==> config.mk <==
export PLATFORM = sky130hd
export DESIGN_NAME = delta_decoder_8bit_flat
export DESIGN_NICKNAME = d
export VERILOG_FILES = /design/src/rtl/delta_decoder_8bit_if.sv /design/src/rtl/delta_decoder_8bit.sv /design/src/flat_wrapper.sv
export SDC_FILE = /design/constraint.sdc
export NUM_CORES = 1
export LEC_CHECK = 0
export BUFFER_PORTS_ARGS = -buffer_cell sky130_fd_sc_hd__buf_4
export CORE_ASPECT_RATIO = 0.75
export CORE_MARGIN = 2
export CORE_UTILIZATION = 56
export CTS_BUF_LIST = sky130_fd_sc_hd__clkbuf_4 sky130_fd_sc_hd__clkbuf_8
export CTS_CLUSTER_SIZE = 10
export DETAILED_ROUTE_END_ITERATION = 10
export PLACE_DENSITY = 0.83
export SYNTH_ARGS = -nofsm -noshare
export SYNTH_HDL_FRONTEND = slang
export SYNTH_SLANG_ARGS = --single-unit
==> constraint.sdc <==
create_clock -name i_clk -period 2.2 [get_ports i_clk]
set_input_delay 0.44 -clock i_clk [delete_from_list [all_inputs] [get_ports i_clk]]
set_output_delay 0.44 -clock i_clk [all_outputs]
set_load 0.02 [all_outputs]
==> src/rtl/delta_decoder_8bit_if.sv <==
// Stream bundle for the delta decoder: upstream running sums in, recovered differences out.
interface delta_decoder_8bit_if #(
    parameter int WIDTH = 8
);
    logic [WIDTH-1:0] i_s;
    logic             i_valid;
    logic             o_ready;
    logic [WIDTH-1:0] o_d;
    logic             o_borrow;
    logic             o_ovf;
    logic             o_valid;
    logic             i_ready;

    modport master (
        output i_s, i_valid, i_ready,
        input  o_ready, o_d, o_borrow, o_ovf, o_valid
    );

    modport slave (
        input  i_s, i_valid, i_ready,
        output o_ready, o_d, o_borrow, o_ovf, o_valid
    );
endinterface

==> src/rtl/delta_decoder_8bit.sv <==
// Recovers per-sample addends d[n] = s[n] - s[n-1] from an accumulator's running-sum stream.
// Optional DELTA_DECODER_SEED_EN: first sample after reset/clear only seeds history.
//   state | meaning
//   SEED  | no history yet; next accepted sample only loads prev
//   RUN   | history valid; every accepted sample yields a difference
module delta_decoder_8bit #(
    parameter int WIDTH = 8,
    parameter int CNT_W = 8
) (
    input  logic             i_clk,
    input  logic             ni_rst,
    input  logic             i_clr,
    delta_decoder_8bit_if.slave bus,
    output logic [CNT_W-1:0] o_count
);
    logic [WIDTH-1:0] prev_q;
    logic [WIDTH-1:0] d_q;
    logic [WIDTH-1:0] diff;
    logic             borrow_q;
    logic             ovf_q;
    logic             valid_q;
    logic [CNT_W-1:0] count_q;
    logic             borrow_n;
    logic             ovf_n;
    logic             acc;
    logic             seeding;

    // i_ready feeds o_ready combinationally so a drained slot refills in the same cycle
    assign bus.o_ready = (~valid_q | bus.i_ready) & ~i_clr;
    assign acc         = bus.i_valid & bus.o_ready;

`ifdef DELTA_DECODER_SEED_EN
    typedef enum logic {
        SEED = 1'b0,
        RUN  = 1'b1
    } state_t;

    state_t state_q;
    state_t state_n;

    always_ff @(posedge i_clk or negedge ni_rst) begin
        if (!ni_rst) begin
            state_q <= SEED;
        end else begin
            state_q <= state_n;
        end
    end

    always_comb begin
        state_n = state_q;
        if (i_clr) begin
            state_n = SEED;
        end else if ((state_q == SEED) && acc) begin
            state_n = RUN;
        end
    end

    assign seeding = (state_q == SEED);
`else
    assign seeding = 1'b0;
`endif

    always_comb begin
        diff     = bus.i_s - prev_q;
        borrow_n = (bus.i_s < prev_q);
        // operands of differing sign whose result sign disagrees with the minuend
        ovf_n    = (bus.i_s[WIDTH-1] != prev_q[WIDTH-1]) && (diff[WIDTH-1] != bus.i_s[WIDTH-1]);
    end

    always_ff @(posedge i_clk or negedge ni_rst) begin
        if (!ni_rst) begin
            prev_q   <= '0;
            d_q      <= '0;
            borrow_q <= 1'b0;
            ovf_q    <= 1'b0;
            valid_q  <= 1'b0;
            count_q  <= '0;
        end else if (i_clr) begin
            prev_q   <= '0;
            d_q      <= '0;
            borrow_q <= 1'b0;
            ovf_q    <= 1'b0;
            valid_q  <= 1'b0;
            count_q  <= '0;
        end else if (acc) begin
            prev_q <= bus.i_s;
            if (!seeding) begin
                d_q      <= diff;
                borrow_q <= borrow_n;
                ovf_q    <= ovf_n;
                valid_q  <= 1'b1;
                if (count_q != '1) begin
                    count_q <= count_q + 1'b1;
                end
            end else begin
                valid_q <= 1'b0;
            end
        end else if (valid_q & bus.i_ready) begin
            valid_q <= 1'b0;
        end
    end

    assign bus.o_d      = d_q;
    assign bus.o_borrow = borrow_q;
    assign bus.o_ovf    = ovf_q;
    assign bus.o_valid  = valid_q;
    assign o_count      = count_q;
endmodule

==> src/flat_wrapper.sv <==
// flat-port wrapper written by rule: the top's interface ports become plain ports
module delta_decoder_8bit_flat 
#(
    parameter int WIDTH = 8,
    parameter int CNT_W = 8
)
  (i_clk, ni_rst, i_clr, o_count, bus_i_s, bus_i_valid, bus_i_ready, bus_o_ready, bus_o_d, bus_o_borrow, bus_o_ovf, bus_o_valid);
  delta_decoder_8bit_if #(.WIDTH(WIDTH)) bus_i ();
  input  logic i_clk;
  input  logic ni_rst;
  input  logic i_clr;
  output logic [CNT_W-1:0] o_count;
  input wire logic [$bits(bus_i.i_s)-1:0] bus_i_s;
  input wire logic [$bits(bus_i.i_valid)-1:0] bus_i_valid;
  input wire logic [$bits(bus_i.i_ready)-1:0] bus_i_ready;
  output wire logic [$bits(bus_i.o_ready)-1:0] bus_o_ready;
  output wire logic [$bits(bus_i.o_d)-1:0] bus_o_d;
  output wire logic [$bits(bus_i.o_borrow)-1:0] bus_o_borrow;
  output wire logic [$bits(bus_i.o_ovf)-1:0] bus_o_ovf;
  output wire logic [$bits(bus_i.o_valid)-1:0] bus_o_valid;
  assign bus_i.i_s = bus_i_s;
  assign bus_i.i_valid = bus_i_valid;
  assign bus_i.i_ready = bus_i_ready;
  assign bus_o_ready = bus_i.o_ready;
  assign bus_o_d = bus_i.o_d;
  assign bus_o_borrow = bus_i.o_borrow;
  assign bus_o_ovf = bus_i.o_ovf;
  assign bus_o_valid = bus_i.o_valid;
  delta_decoder_8bit #(.WIDTH(WIDTH), .CNT_W(CNT_W)) u_core (.i_clk(i_clk), .ni_rst(ni_rst), .i_clr(i_clr), .bus(bus_i), .o_count(o_count));
endmodule
; Word-level counts from Yosys, hierarchy flattened
; Index checks and enable logic that the tools add are counted.
; W data, S select, Z words.
[classes]
addsub = 2
n_mul = 0
div_mod_pow = 0
n_lt_le_gt_ge = 1
n_eq_ne = 3
shift = 0
muxes = 14
bitwise_logic = 6
reduce_logical = 5
[op_table]
columns = operator, count
row1 = $mux W8, 7
row2 = $add A8 B1 Y8 const B, 1
row3 = $lt A8 B8 Y1, 1
row4 = $ne A8 B8 Y1 const B, 1
row5 = $sub A8 B8 Y8, 1
row6 = $mux W1, 7
row7 = $reduce_bool A2 Y1, 2
row8 = $and A1 B1 Y1, 3
row9 = $reduce_bool A3 Y1, 1
row10 = $ne A1 B1 Y1, 2
row11 = $not A1 Y1, 2
row12 = $reduce_and A2 Y1, 1
row13 = $logic_and A1 B1 Y1, 1
row14 = $or A1 B1 Y1, 1
[totals]
reg_bits = 27
latchBits = 0
ramBits = 0
rom_bits = 0
in_bits = 13
out_inout_bits = 20
wordCells = 37
memories = 0

; Logic depth before layout (Yosys ltp)
; Gate-level depths: netlist of run 1.
[logic_depth]
word_depth = 6
mapped_depth = 8
depth_no_buf = 8

; Least setup slack after synthesis of run 1
; OpenSTA, ideal clock, no wires.
[synth_timing]
kind = input to register
from = input bus_i_s[0]
to = register u_core.borrow_q (netlist: u_core.bus.o_borrow)
setup_time_ns = 0.121
arrival_ns = 1.729
t_required_ns = 2.079
path_slack_ns = 0.350
cell_stages = 8
n_path_buf = 0
cell_sequence = inv_1 -> ha_1 -> fa_1 -> nor2b_1 -> o31ai_2 -> a21boi_1 -> o21ai_0 -> a22o_1
[synth_between]
elab_chain_cells = 3
[synth_lines]
columns = item, line_no
row1 = "start, declared", flat_wrapper.sv:13  ; input wire logic [$bits(bus_i.i_s)-1:0] bus_i_s;
row2 = $lt A8 B8 Y1, delta_decoder_8bit.sv:65  ; borrow_n = (bus.i_s < prev_q);
row3 = $mux W1, delta_decoder_8bit.sv:85  ; end else if (acc) begin
row4 = $mux W1, delta_decoder_8bit.sv:78  ; end else if (i_clr) begin
row5 = "end signal, assigned", delta_decoder_8bit.sv:89  ; borrow_q <= borrow_n;
row6 = "end, declared", delta_decoder_8bit.sv:19  ; logic borrow_q;
; No other way between the ends. The select of a mux whose other input is x is not followed.
; A chain may end at the register's enable or synchronous reset.

; Worst setup path after layout of run 1
[layout_timing]
from = register u_core.prev_q[0]
to = register u_core.borrow_q (netlist: u_core.bus.o_borrow)
[layout_between]
elab_chain_cells = 3
[layout_lines]
columns = item, line_no
row1 = "start, declared", delta_decoder_8bit.sv:16  ; logic [WIDTH-1:0] prev_q;
row2 = "start signal, assigned", delta_decoder_8bit.sv:86  ; prev_q <= bus.i_s;
row3 = $lt A8 B8 Y1, delta_decoder_8bit.sv:65
row4 = $mux W1, delta_decoder_8bit.sv:85
row5 = $mux W1, delta_decoder_8bit.sv:78
; No other way between the ends. The select of a mux whose other input is x is not followed.

==> results of run 1 <==
## through the flow
step	setup WS (ps)	hold WS, ps	utilization
after floorplan	349.7	144.4	-
after global placement	186.4	369.0	0.6942
after detailed placement	102.9	365.0	0.6942
after CTS	281.0	304.7	0.7096
after global routing	158.8	318.7	0.7096
final	272.4	312.5	0.7096
## synth_stat cells
cell | count | share of area
a211oi_1 | 1 | 0.0049
a21boi_1 | 1 | 0.0049
a21o_1 | 1 | 0.0049
a21oi_1 | 4 | 0.013
a21oi_2 | 2 | 0.011
a21oi_4 | 1 | 0.011
a22o_1 | 1 | 0.0057
a311oi_1 | 1 | 0.0057
a31o_1 | 1 | 0.0057
a31o_2 | 1 | 0.0057
and3_1 | 3 | 0.012
buf_2 | 3 | 0.0098
buf_6 | 1 | 0.0073
clkbuf_1 | 1 | 0.0024
dfrtp_1 | 27 | 0.44
fa_1 | 1 | 0.013
ha_1 | 9 | 0.073
inv_1 | 11 | 0.027
inv_2 | 1 | 0.0024
mux2_1 | 1 | 0.0073
nand2_1 | 13 | 0.032
nand2b_1 | 5 | 0.020
nand3_1 | 10 | 0.033
nand3_2 | 1 | 0.0065
nand4_1 | 2 | 0.0081
nor2_1 | 13 | 0.032
nor2b_1 | 4 | 0.016
nor3_1 | 1 | 0.0033
nor3_4 | 2 | 0.021
nor3b_1 | 2 | 0.0098
o211ai_1 | 1 | 0.0049
o21a_1 | 2 | 0.0098
o21ai_0 | 6 | 0.020
o21ai_1 | 6 | 0.020
o31ai_1 | 9 | 0.044
o31ai_2 | 1 | 0.0081
xnor2_1 | 6 | 0.034
xor2_1 | 2 | 0.011
## repair_timing
action,4_1_cts,5_1_grt
hold endpoints to repair,27,0
setup buffers,0,0
hold buffers,1,0
## final cells by class
class | instances | area (µm²)
clock buffers | 3 | 22.52
flip-flops and latches | 27 | 675.6
fillers | 211 | 755.7
multi-input cells | 114 | 785.8
clock inverters | 1 | 7.507
well taps | 36 | 45.04
repair buffers | 35 | 265.3
inverters | 12 | 45.04
## flip-flops by register name, indices dropped and copies added, names as in the netlist
| name | cells |
|---|---|
| u_core.o_count | 8 |
| u_core.prev_q | 8 |
| u_core.bus.o_borrow | 1 |
| u_core.bus.o_valid | 1 |
| u_core.bus.o_ovf | 1 |
| u_core.bus.o_d | 8 |
## power groups by stage
stage	Clock (mW)	Combinational [mW]	Sequential [mW]
finish	0.216	0.292	0.554
global placement	0	0.285	0.560
detailed placement	0	0.291	0.563
global route	0.246	0.322	0.559
floorplan	0	0.155	0.591
CTS	0.225	0.293	0.553
## kinds of logic after synthesis
logic type | Yosys count | synth area share
flip-flops | 27 | 0.4397
adder cells (fa/ha/maj) | 10 | 0.08632
multiplexers | 1 | 0.007328
buffers and inverters | 17 | 0.04885
AO/OA/AOI/OAI | 39 | 0.1783
AND/OR/NAND/NOR | 56 | 0.1938
XOR/XNOR | 8 | 0.04560
## how the worst min path moves through the flow
stage,startpoint,slack [ps],cells past startpoint,endpoint
6_report,bus_i_s[1],310,3,u_core.prev_q[1]
2_1_floorplan,ni_rst,140,0,u_core.bus.o_borrow
5_1_grt,bus_i_s[6],320,3,u_core.prev_q[6]
3_3_place_gp,ni_rst,370,1,u_core.o_count[1]
3_5_place_dp,ni_rst,370,1,u_core.bus.o_valid
4_1_cts,bus_i_s[2],300,3,u_core.prev_q[2]
## routing by layer
metal  routed length (µm)  share of wire
met1                 1536           0.51
met2                 1287           0.43
met3                  141          0.047
met4                   32          0.011
met5                    0              0
## worst max-delay path, cell delays in order, from the launching register on
cell and delay [ps]:
dfrtp_1 420, ha_1 220, fa_1 400, nor2b_1 180
o31ai_2 100, a21boi_1 190, o21ai_0 120, a22o_1 210
==> run_results.csv, run 1 <==
group,metric,value,unit
floorplanning,io_pins,33,
global_route,grtUsageMet1,0.2991,
global_route,grt-busiest-layer,"met2",
power,p_leak,0.8596,nW
detailed_routing,dr.pass1.iters,4,
global_route,overflow,0,
timing,hold_violations,0,
placement,globalplace.congestion,0.7979,
placement,dp_hpwl,2311,µm
clocking,cts.clk_slew.worst_paths,150,ps
yosys,synth_fp_nets,181,
yosys,synth.distinct_cells,38,
timing,slew_headroom,0.7799,
critical_path,worstPathRequired,2440,ps
placement,port_buffers,32,
timing,setup_viol,0,
clocking,cts-root-to-sink-buffers,2,
critical_path,startpoint_type,"flop",
critical_path,r2r-start,"u_core.prev_q[0]",
timing,maxClockFrequency,0.5188,GHz
clocking,cts_num_sinks,27,
cells_and_area,layout_commonest_cell,"buf_4",
clocking,cts_root_buf,"clkbuf_4",
detailed_routing,drtAntennaViolNets,0,
power,p_switching,334.2,µW
floorplanning,dieArea,3183,µm²
critical_path,r2r_slack,270,ps
floorplanning,rows,16,
power,switching_share,0.3149,
timing,worst_pin_slew,330.1,ps
cells_and_area,fin_nets,216,
cells_and_area,antenna_cells,0,
cells_and_area,fin_area,1847,µm²
power,p_clk_frac,0.203,
global_route,grt_pass1_wl,5126,µm
yosys,synthesis.area,1536,µm²
yosys,yosysSeqAreaShare,0.4397,
clocking,cts_htree_levels,1,
yosys,yosys_warnings,0,
detailed_routing,drtIter0Drc,45,
global_route,grt_antenna_before_repair,0,
global_route,grt_pass1_vias,1153,
critical_path,crit_start,"u_core.prev_q[0]",
global_route,grt_max_degree,28,
timing,rsz0062_at_grt,"no",
cells_and_area,layout-drive-gt1-share,0.2448,
power,p_per_area,574.8,nW/µm²
clocking,cts_resized,0,
power,power.total,1.061,mW
clocking,cts_tree,"done",
clocking,cts_made_buffers,3,
timing,timing.final.crit_share,0.8762,
timing,min_period,1928,ps
placement,placed_area,1807,µm²
critical_path,endpoint,"u_core.bus.o_borrow",
power,p_int,727.2,µW
critical_path,cp-end-kind,"flop",
cells_and_area,final_cell_mix,"buf_4, dfrtp_1, nor2_1, nand2_1, inv_1",
power,vdd_drop_max,0.0003877,V
yosys,avgSynthCellArea,9.725,µm²
run_status,status,"complete, no violations",
floorplanning,die_x,64.49,µm
power,seqPwrFrac,0.521,
cells_and_area,final_cells,228,
critical_path,r2r_cells,7,
placement,dp.cells,223,
global_route,grt_use_met3,0.04619,
floorplanning,die_h,49.36,µm
timing,drv_slew,0,
floorplanning,coreArea,2603,µm²
detailed_routing,avgViaCountPerCell,5.351,
detailed_routing,route.final.wire_length,2998,µm
critical_path,cp_max_fo,3,
clocking,clock_latency,330,ps
detailed_routing,vias,1220,
critical_path,r2r-end,"u_core.bus.o_borrow",
global_route,met2_usage,0.3212,
cells_and_area,syn2layout_area_growth,20.20,%
detailed_routing,drc,0,
detailed_routing,post_drt_wl_per_cell,13.15,µm
global_route,track_usage,0.2076,
yosys,synthCells,158,
timing,skew,10.26,ps
critical_path,arrival,2170,ps
job,cap_violations,0,
critical_path,worst-setup-path-type,"flop to flop",
yosys,ys_ff_latch,27,
power,pwr-share-comb,0.275,
worst_hold_path,hold_path_class,"input port to flop",
timing,setup_tns,0,ps
floorplanning,initial_core_util,0.5904,
No activity file was read; power rests on OpenSTA's default activity.
==> run 2, diff against run 1 <==
--- a/config.mk
+++ b/config.mk
@@ -13,6 +13,7 @@
 export CTS_CLUSTER_SIZE = 10
 export DETAILED_ROUTE_END_ITERATION = 10
 export PLACE_DENSITY = 0.83
+export RECOVER_POWER = 50
 export SYNTH_ARGS = -nofsm -noshare
 export SYNTH_HDL_FRONTEND = slang
 export SYNTH_SLANG_ARGS = --single-unit
==> run_results.csv, run 2 (synthesis results as in run 1) <==
group,metric,value,unit
detailed_routing,post_drt_wl_per_cell,13.11,µm
timing,skew,9.325,ps
critical_path,r2r_cells,7,
timing,fin_ws,273.2,ps
worst_hold_path,hold_path_class,"input port to flop",
detailed_routing,dr.pass1.iters,4,
floorplanning,initial_core_util,0.5904,
clocking,cts_num_sinks,27,
floorplanning,die_x,64.49,µm
critical_path,r2r-start,"u_core.prev_q[0]",
timing,hold_violations,0,
clocking,cts_resized,0,
cells_and_area,final_cells,228,
clocking,cts_root_buf,"clkbuf_4",
critical_path,cp-end-kind,"flop",
power,p_leak,0.8233,nW
timing,setup_tns,0,ps
worst_hold_path,min_path_cells,3,
cells_and_area,syn2layout_area_growth,18.00,%
critical_path,startpoint_type,"flop",
timing,maxClockFrequency,0.5190,GHz
detailed_routing,route.final.wire_length,2990,µm
timing,holdWs,312.9,ps
placement,dp_hpwl,2311,µm
critical_path,arrival,2170,ps
detailed_routing,avgViaCountPerCell,5.408,
floorplanning,io_pins,33,
timing,slew_headroom,0.07916,
floorplanning,coreArea,2603,µm²
cells_and_area,fin_nets,216,
clocking,cts_tree,"done",
detailed_routing,vias,1233,
placement,dp.cells,223,
cells_and_area,layout-drive-gt1-share,0.1979,
clocking,clock_latency,330,ps
global_route,overflow,0,
cells_and_area,antenna_cells,0,
cells_and_area,final_cell_mix,"dfrtp_1, buf_4, nor2_1, nand2_1, inv_1",
global_route,grt_antenna_before_repair,0,
critical_path,cp_max_fo,3,
job,cap_violations,0,
timing,rsz0062_at_grt,"no",
global_route,grt_max_degree,28,
timing,drv_slew,0,
floorplanning,rows,16,
timing,timing.final.crit_share,0.8758,
power,pwr-share-comb,0.265,
critical_path,r2r-end,"u_core.bus.o_borrow",
critical_path,worstPathRequired,2440,ps
timing,min_period,1927,ps
clocking,cts.clk_slew.worst_paths,150,ps
power,p_int,712.4,µW
timing,worst_pin_slew,1381,ps
power,vdd_drop_max,0.0003868,V
critical_path,worst-setup-path-type,"flop to flop",
worst_hold_path,hold_end,"u_core.prev_q[1]",
power,p_clk_frac,0.206,
power,p_per_area,576.9,nW/µm²
global_route,track_usage,0.2076,
detailed_routing,drc,0,
global_route,grt_pass1_vias,1153,
cells_and_area,layout_commonest_cell,"dfrtp_1",
global_route,grt_pass1_wl,5126,µm
power,p_switching,333.6,µW
worst_hold_path,hp-start,"bus_i_s[1]",
placement,port_buffers,32,
floorplanning,die_h,49.36,µm
floorplanning,dieArea,3183,µm²
detailed_routing,drtAntennaViolNets,0,
critical_path,r2r_slack,270,ps
run_status,status,"complete, no violations",
clocking,cts-root-to-sink-buffers,2,
placement,globalplace.congestion,0.7979,
power,switching_share,0.3189,
detailed_routing,drtIter0Drc,59,
timing,setup_viol,0,
placement,place_ws,102.9,ps
clocking,cts_made_buffers,3,
power,seqPwrFrac,0.529,
clocking,cts_htree_levels,1,
power,power.total,1.046,mW
run 2: cell count changes in the layout (fill, tap and decap cells not counted), sizes merged:
cell / previous run / this run
clkbuf: 3 / 12
buf: 34 / 25
run 2: metal layers:
metal	track usage	vias to the layer above	wire, µm
met4	0.04965	0	36
met2	0.3212	32	1300
met3	0.04619	6	162
met1	0.2991	574	1490
met5	0	-	0
li1	-	621	-
run 2: layout make-up:
type	instances	area, µm²
Fill cell	223	789.5
Multi-Input combinational cell	114	785.8
Sequential cell	27	675.6
Timing Repair Buffer	35	231.5
Inverter	12	45.04
Tap cell	36	45.04
Clock buffer	3	22.52
Clock inverter	1	7.507
run 2: worst max-delay path, stage by stage (launching register included):
cell and delay, ps:
dfrtp_1 420, ha_1 220, fa_1 400, nor2b_1 180
o31ai_2 100, a21boi_1 190, o21ai_0 120, a22o_1 210
run 2: worst max-delay path by stage:
stage          cells past startpoint             start             endpoint
2_1_floorplan                      8        bus_i_s[0]  u_core.bus.o_borrow
3_3_place_gp                       9        bus_i_s[0]  u_core.bus.o_borrow
3_5_place_dp                       9        bus_i_s[0]  u_core.bus.o_borrow
4_1_cts                            7  u_core.prev_q[0]  u_core.bus.o_borrow
5_1_grt                            2            ni_rst    u_core.o_count[7]
6_report                           7  u_core.prev_q[0]  u_core.bus.o_borrow
run 2: timing repair:
item / in CTS / in global routing
setup endpoints to repair: 0 / 0
hold buffers: 1 / 0
buffers inserted: 0 / 0
hold endpoints to repair: 27 / 0
run 2: power by group through the flow:
stage	combinational, mW	sequential, mW	clock (mW)
final	0.277	0.553	0.216
after global routing	0.307	0.558	0.246
after CTS	0.293	0.553	0.225
after floorplan	0.155	0.591	0
after detailed placement	0.291	0.563	0
after global placement	0.285	0.560	0
run 2: stage by stage:
stage,util,instance area (µm²)
2_1_floorplan,-,1536
3_3_place_gp,0.6942,1807
4_1_cts,0.7096,1847
6_report,0.6966,1813
5_1_grt,0.6966,1813
3_5_place_dp,0.6942,1807
